$ cat src/rtl/multdiv_ctrl.sv
// Sequencing FSM for the iterative Booth multiplier / non-restoring divider.
// Register-control outputs are registered from the next state; alu_op and exception are combinational.
module multdiv_ctrl #(
   parameter int WIDTH = 32,
   parameter int CNT_W = 6
) (
   input  logic             clk,
   input  logic             clr_n,
   input  logic             ctrl_mult,
   input  logic             ctrl_div,
   input  logic [1:0]       booth_bits,
   input  logic             rem_sign,
   input  logic             divisor_zero,
   input  logic             mult_ovf,
   output logic             reg_en,
   output logic             reg_clr,
   output logic             reg_out_en,
   output logic             init_sel,
   output logic [1:0]       alu_op,
   output logic             shift_en,
   output logic             is_div,
   output logic [CNT_W-1:0] iter_cnt,
   output logic             busy,
   output logic             result_rdy,
   output logic             exception
);

   typedef enum logic [2:0] {
      IDLE,
      LOAD,
      ITER,
      FIX,
      DONE
   } state_t;

   localparam logic [1:0] ALU_NOP = 2'b00;
   localparam logic [1:0] ALU_ADD = 2'b01;
   localparam logic [1:0] ALU_SUB = 2'b10;

   state_t           state;
   state_t           next_state;
   logic             dz_flag;
   logic             next_dz;
   logic             next_is_div;
   logic [CNT_W-1:0] next_cnt;
   logic             last_iter;

   assign last_iter = (iter_cnt == CNT_W'(WIDTH - 1));

   // The latched divide-by-zero flag only reaches the pipeline while DONE is presented
   assign exception = (state == DONE) & (dz_flag | (~is_div & mult_ovf));

   always_comb begin
      next_state  = state;
      next_is_div = is_div;
      next_dz     = dz_flag;
      next_cnt    = '0;
      alu_op      = ALU_NOP;
      case (state)
         IDLE: begin
            next_dz = 1'b0;
            if (ctrl_mult) begin
               next_state  = LOAD;
               next_is_div = 1'b0;
            end else if (ctrl_div) begin
               next_state  = LOAD;
               next_is_div = 1'b1;
            end
         end
         LOAD: begin
            if (is_div && divisor_zero) begin
               next_state = DONE;
               next_dz    = 1'b1;
            end else begin
               next_state = ITER;
            end
         end
         ITER: begin
            if (last_iter) begin
               next_state = is_div ? FIX : DONE;
            end else begin
               next_cnt = iter_cnt + CNT_W'(1);
            end
            if (is_div) begin
               alu_op = rem_sign ? ALU_ADD : ALU_SUB;
            end else begin
               case (booth_bits)
                  2'b01:   alu_op = ALU_ADD;
                  2'b10:   alu_op = ALU_SUB;
                  default: alu_op = ALU_NOP;
               endcase
            end
         end
         FIX: begin
            next_state = DONE;
            alu_op     = rem_sign ? ALU_ADD : ALU_NOP;
         end
         DONE: begin
            next_state  = IDLE;
            next_is_div = 1'b0;
            next_dz     = 1'b0;
         end
         default: begin
            next_state  = IDLE;
            next_is_div = 1'b0;
            next_dz     = 1'b0;
         end
      endcase
   end

   // Outputs are decoded from next_state so they are glitch-free flops aligned with the state
   always_ff @(posedge clk) begin
      if (!clr_n) begin
         state      <= IDLE;
         is_div     <= 1'b0;
         dz_flag    <= 1'b0;
         iter_cnt   <= '0;
         reg_en     <= 1'b0;
         reg_clr    <= 1'b1;
         reg_out_en <= 1'b0;
         init_sel   <= 1'b0;
         shift_en   <= 1'b0;
         busy       <= 1'b0;
         result_rdy <= 1'b0;
      end else begin
         state      <= next_state;
         is_div     <= next_is_div;
         dz_flag    <= next_dz;
         iter_cnt   <= next_cnt;
         reg_en     <= (next_state == LOAD) || (next_state == ITER) || (next_state == FIX);
         reg_clr    <= 1'b0;
         reg_out_en <= (next_state == DONE);
         init_sel   <= (next_state == LOAD);
         shift_en   <= (next_state == ITER);
         busy       <= (next_state != IDLE);
         result_rdy <= (next_state == DONE);
      end
   end

endmodule

$ cat config.mk
export PLATFORM = sky130hd
export DESIGN_NAME = multdiv_ctrl
export DESIGN_NICKNAME = d
export VERILOG_FILES = /design/src/rtl/multdiv_ctrl.sv
export SDC_FILE = /design/constraint.sdc
export NUM_CORES = 1
export LEC_CHECK = 0
export BUFFER_PORTS_ARGS = -buffer_cell sky130_fd_sc_hd__buf_2
export CAP_MARGIN = 20
export CORE_MARGIN = 5
export CORE_UTILIZATION = 41
export DETAILED_ROUTE_END_ITERATION = 6
export PLACE_DENSITY = 0.74
export SETUP_SLACK_MARGIN = 0.5
export SLEW_MARGIN = 5
export SYNTH_ARGS = -nofsm -noshare
export SYNTH_HDL_FRONTEND = slang
export SYNTH_SLANG_ARGS = --single-unit
export TNS_END_PERCENT = 100
$ cat constraint.sdc
create_clock -name clk -period 1.4 [get_ports clk]
set_clock_uncertainty 0.2 [all_clocks]
set_input_delay 0.21 -clock clk [delete_from_list [all_inputs] [get_ports clk]]
set_output_delay 0.21 -clock clk [all_outputs]
set_load 0.005 [all_outputs]
[After elaboration in Yosys (flattened, before gate mapping)]
Cells that the tools add are included.
Operators by class
  $add $sub $neg: 1
  equal/unequal tests: 13
  mux-type cells: 17
  bitwise operators: 8
  reductions and logical operators: 10
Operators with widths (number)
  2-to-1 mux 3 bit: 5
  equality test 3 x 2 -> 1 bit, second input constant: 4
  case mux 3 bit (4 select lines): 1
  case mux 2 bit (2 select lines): 2
  adder 6 x 1 -> 6 bit, second input constant: 1
  equality test 3 x 1 -> 1 bit, second input constant: 2
  equality test 3 bit, second input constant: 2
  equality test 6 x 5 -> 1 bit, second input constant: 1
  OR reduction 3 bit: 2
  2-to-1 mux 1 bit: 5
  inverter 1 bit: 5
  2-to-1 mux 2 bit: 2
  case mux 1 bit (2 select lines): 2
  AND reduction 2 bit: 2
  logical NOT 3 bit: 1
  inequality test 3 bit, second input constant: 1
  nonzero test 3 bit: 1
  AND 1 bit: 2
  equality test 2 x 1 -> 1 bit, second input constant: 1
  equality test 2 bit, second input constant: 1
  logical OR 1 bit: 2
  inequality test 2 bit, second input constant: 1
  OR reduction 2 bit: 1
  logical AND 1 bit: 1
  bitwise OR 1 bit: 1
Storage, ports and cells
  flip-flop bits (word level): 17
  input bits: 9
  output and inout bits: 17

[Longest topological paths before layout]
  depth after elaboration: 6
  depth in mapped cells: 5
  mapped depth without buffers: 5

[Least setup slack after synthesis]
No wires, ideal clock.
  path type: reg2reg
  start point: register iter_cnt[0]
  end point: register shift_en
  arrival: 1.251 ns
  required time: 1.065 ns
  slack: -0.186 ns
  cell stages (with the launch flop): 6
  path through: dfxtp_1 > ha_1 > nand3_1 > o41a_1 > o21ai_2 > a2111oi_1
Between the ends
  longest elaborated chain between the ends: 4
RTL lines
  start, declared: line 22  | output logic [CNT_W-1:0] iter_cnt,
  start signal, assigned: line 129  | iter_cnt <= next_cnt;
  equality test 6 x 5 -> 1 bit: line 48  | assign last_iter = (iter_cnt == CNT_W'(WIDTH - 1));
  2-to-1 mux 3 bit: line 79  | if (last_iter) begin
  case mux 3 bit (4 select lines): line 59  | case (state)
  equality test 3 x 2 -> 1 bit: line 134  | shift_en <= (next_state == ITER);
  end signal, assigned: line 134
  end, declared: line 20  | output logic shift_en,
No other way between the ends.
A chain may end at the register's enable or synchronous reset.

[Final worst setup path]
  start point: register state[0]
  end point: output alu_op[0]
Between the ends
  longest elaborated chain between the ends: 2
  elaborated cells between the ends (all ways): 3
RTL lines
  start, declared: line 40  | state_t state;
  start signal, assigned: line 126  | state <= next_state;
  equality test 3 x 2 -> 1 bit: line 59
  case mux 2 bit (2 select lines) *: line 59
  end, declared: line 19  | output logic [1:0] alu_op,
Mark *: on every way between the ends. The rest lies on a longest branch, timed or not.

==> reports/metrics.yaml <==
run_status:
  outcome: "complete, but fails checks"
  violations: "negative hold slack, negative setup slack"
grt:
  antenna_found_initial: 0
  first_global_vias: 670
  grt_max_degree: 10
  grt_overflow: 0
  grt_usage_pct: 15.7
  grt_pass1_wl_um: 3010
die:
  start_util_pct: 41.9
  io_pins: 26
  die_y_um: 51.5
  core_area_um2: 1690
  die-area_um2: 2650
  die_x_um: 51.5
  row_count: 15
placement:
  portBuffers: 25
  placed_area_um2: 1040
  place_congestion: 0.779
  dp.final_hpwl_um: 1310
  dp_slack_ps: -169
critical_path:
  worstPathBufferInverterCount: 1
  crit_start: "state[0]"
  required_ps: 990
  critPathLaunchType: "flip-flop"
  path_class: "flip-flop to output port"
  cp_num_cells: 3
  slowest_delay_ps: 510
  reg2reg_from: "state[0]"
  worstReg2RegEnd: "shift_en"
  cp_slowest_cell: "or4b_1"
  end_kind: "output port"
  endpoint: "alu_op[0]"
  cp_max_fo: 2
  r2r_slack_ps: -290
  critPathTopFamily: "simple AND/OR/NAND/NOR gates"
  reg2reg_depth: 8
  critical_path_arrival_ps: 1510
  worstPathCellList: "or4b_1, a211oi_2, buf_2"
timing:
  tightestPinTransition_ps: 303
  finalHoldViolCount: 1
  relSlewSlack_pct: 79.7
  finalMaxSlewViolations: 0
  fin_crit_sh_pct: 137
  layout_setup_ws_ps: -517
  timing.hold.ws_ps: -32.8
  timing.fmax_mhz: 522
  setup_viol: 17
  min_period_ps: 1920
  rsz0062_at_grt: "true"
clock_network:
  cts_buffers: 3
  clk_latency_ps: 300
  htreeDepth: 1
  cts.sinks: 17
  root_buffer: "clkbuf_4"
  cts_buffer_depth: 2
  clk_pin_slew_ps: 90
  cts_tree: "yes"
power:
  power_leakage_uw: 0.000580
  powerDensity_nw_per_um2: 828
  peakVddDrop_v: 0.000726
routing:
  drtAntennaViolNets: 0
  drtIter0Drc: 11
  wire_per_inst_um: 15.5
  drtPass1Iterations: 4
  vias: 772
  drcViolationCount: 0
  drt_wl_total_um: 2330
  avgViaCountPerCell: 5.11
yosys:
  synth_warnings: 0
  syn-cell-area_um2: 707
  syn_avg_cell_area_um2: 9.30
  synth-seq-area-share_pct: 48.1
  syn_inst: 76
  ys_ff_latch: 17
  syn-num-nets: 86
  yosysUniqueCellTypes: 27
hold_path:
  hold_class: "primary input to flip-flop"
cells_and_area:
  multiInputGateArea_um2: 484
  final_common_cell: "buf_6"
  final_core_util_pct: 82.2
  mostFrequentLayoutCells: "24 x buf_6, 18 x buf_2, 14 x buf_4, 7 x dfxtp_4, 6 x a21oi_2"
  layout.nets: 145
  seq_area_um2: 373
  fillers: 95
  antennaDiodeCount: 0
  syn_to_final_growth_pct: 96.5
  stdcell_area_um2: 1390
  final_layout_size_suffix_gt1_share_pct: 76.1
job:
  maxCapViolations: 0
==> logic make-up (layout without fill, tap and decap cells) <==
| logic type | count (synthesis) | count (layout) | share of synthesized area, % |
|---|---|---|---|
| simple gates | 29 | 29 | 23.9 |
| compound gates | 18 | 18 | 17.0 |
| flops | 17 | 17 | 48.1 |
| buf+inv | 7 | 65 | 4.25 |
| xor+xnor | 4 | 4 | 4.96 |
| fa+ha+maj | 1 | 1 | 1.77 |
==> routing by layer <==
metal / wire, um / global-route usage [%]
met1: 1000 / 18.5
met2: 1240 / 25.8
met3: 65 / 4.58
met4: 28 / 7.86
met5: 0 / 0
==> worst reg2reg max path, cell delays in order (launching register included) <==
cell and delay, ps:
dfxtp_4 350, buf_4 130, buf_6 100, buf_6 120, buf_4 130, buf_6 120, o21ai_4 80, o21ai_4 100
a2111oi_2 260
==> sequential cells by signal, summed over array words and instances, names as in the netlist <==
signal / flops
reg_clr: 1
iter_cnt: 6
is_div: 1
shift_en: 1
result_rdy: 1
busy: 1
reg_en: 1
dz_flag: 1
state: 3
init_sel: 1
==> metrics by stage <==
step           setup TNS [ps]  total power [uW]  instances  hold WS (ps)
6_report                -3890              1150        151         -32.8
5_1_grt                 -4790              1210        151         -49.0
4_1_cts                 -2290              1090        144         -73.8
3_5_place_dp             -481               755        132           226
3_3_place_gp             -381               748        132           226
2_1_floorplan            -261               660         76          94.1
==> synth_stat cells, drive strengths merged <==
cell	n	area share, %
a2111oi	1	1.4
a211oi	2	2.1
a21oi	8	5.7
and2	1	1.2
buf	1	1.1
clkbuf	1	0.53
dfxtp	17	48
ha	1	1.8
inv	5	2.7
nand2	3	1.6
nand2b	1	0.89
nand3	4	2.8
nor2	12	8.1
nor3	3	2.8
nor3b	2	2.8
o21a	1	1.1
o21ai	5	5.1
o41a	1	1.6
or2	2	2.1
or4b	1	1.4
xnor2	3	3.7
xor2	1	1.2
==> layout make-up <==
type / count / share of cell area, %
inverters: 5 / 1.35
multi-input cells: 52 / 34.9
flip-flops and latches: 17 / 26.8
clock buffers: 4 / 1.89
well taps: 17 / 1.53
repair buffers: 56 / 33.5
==> worst min-delay path by stage <==
stage,slack (ps),endpoint,cells past startpoint,from
after floorplan,90,is_div,1,ctrl_mult
after global placement,230,is_div,2,ctrl_mult
after detailed placement,230,is_div,2,ctrl_mult
after CTS,-70,is_div,2,ctrl_mult
after global routing,-50,is_div,2,ctrl_mult
final,-30,is_div,2,ctrl_mult
==> where the power goes <==
part / internal [uW] / switching, uW / leakage (uW)
Clock: 111 / 150 / 0.0000150
Combinational: 195 / 158 / 0.000418
Sequential: 510 / 25.6 / 0.000147
Total: 816 / 333 / 0.000580
==> what timing repair did <==
item	CTS	global route
resized for setup	33	20
endpoints found under the setup margin	33	33
buffers inserted	8	7
hold endpoints to repair	2	2
pin swaps	13	6
No activity file was read; power rests on OpenSTA's default activity.
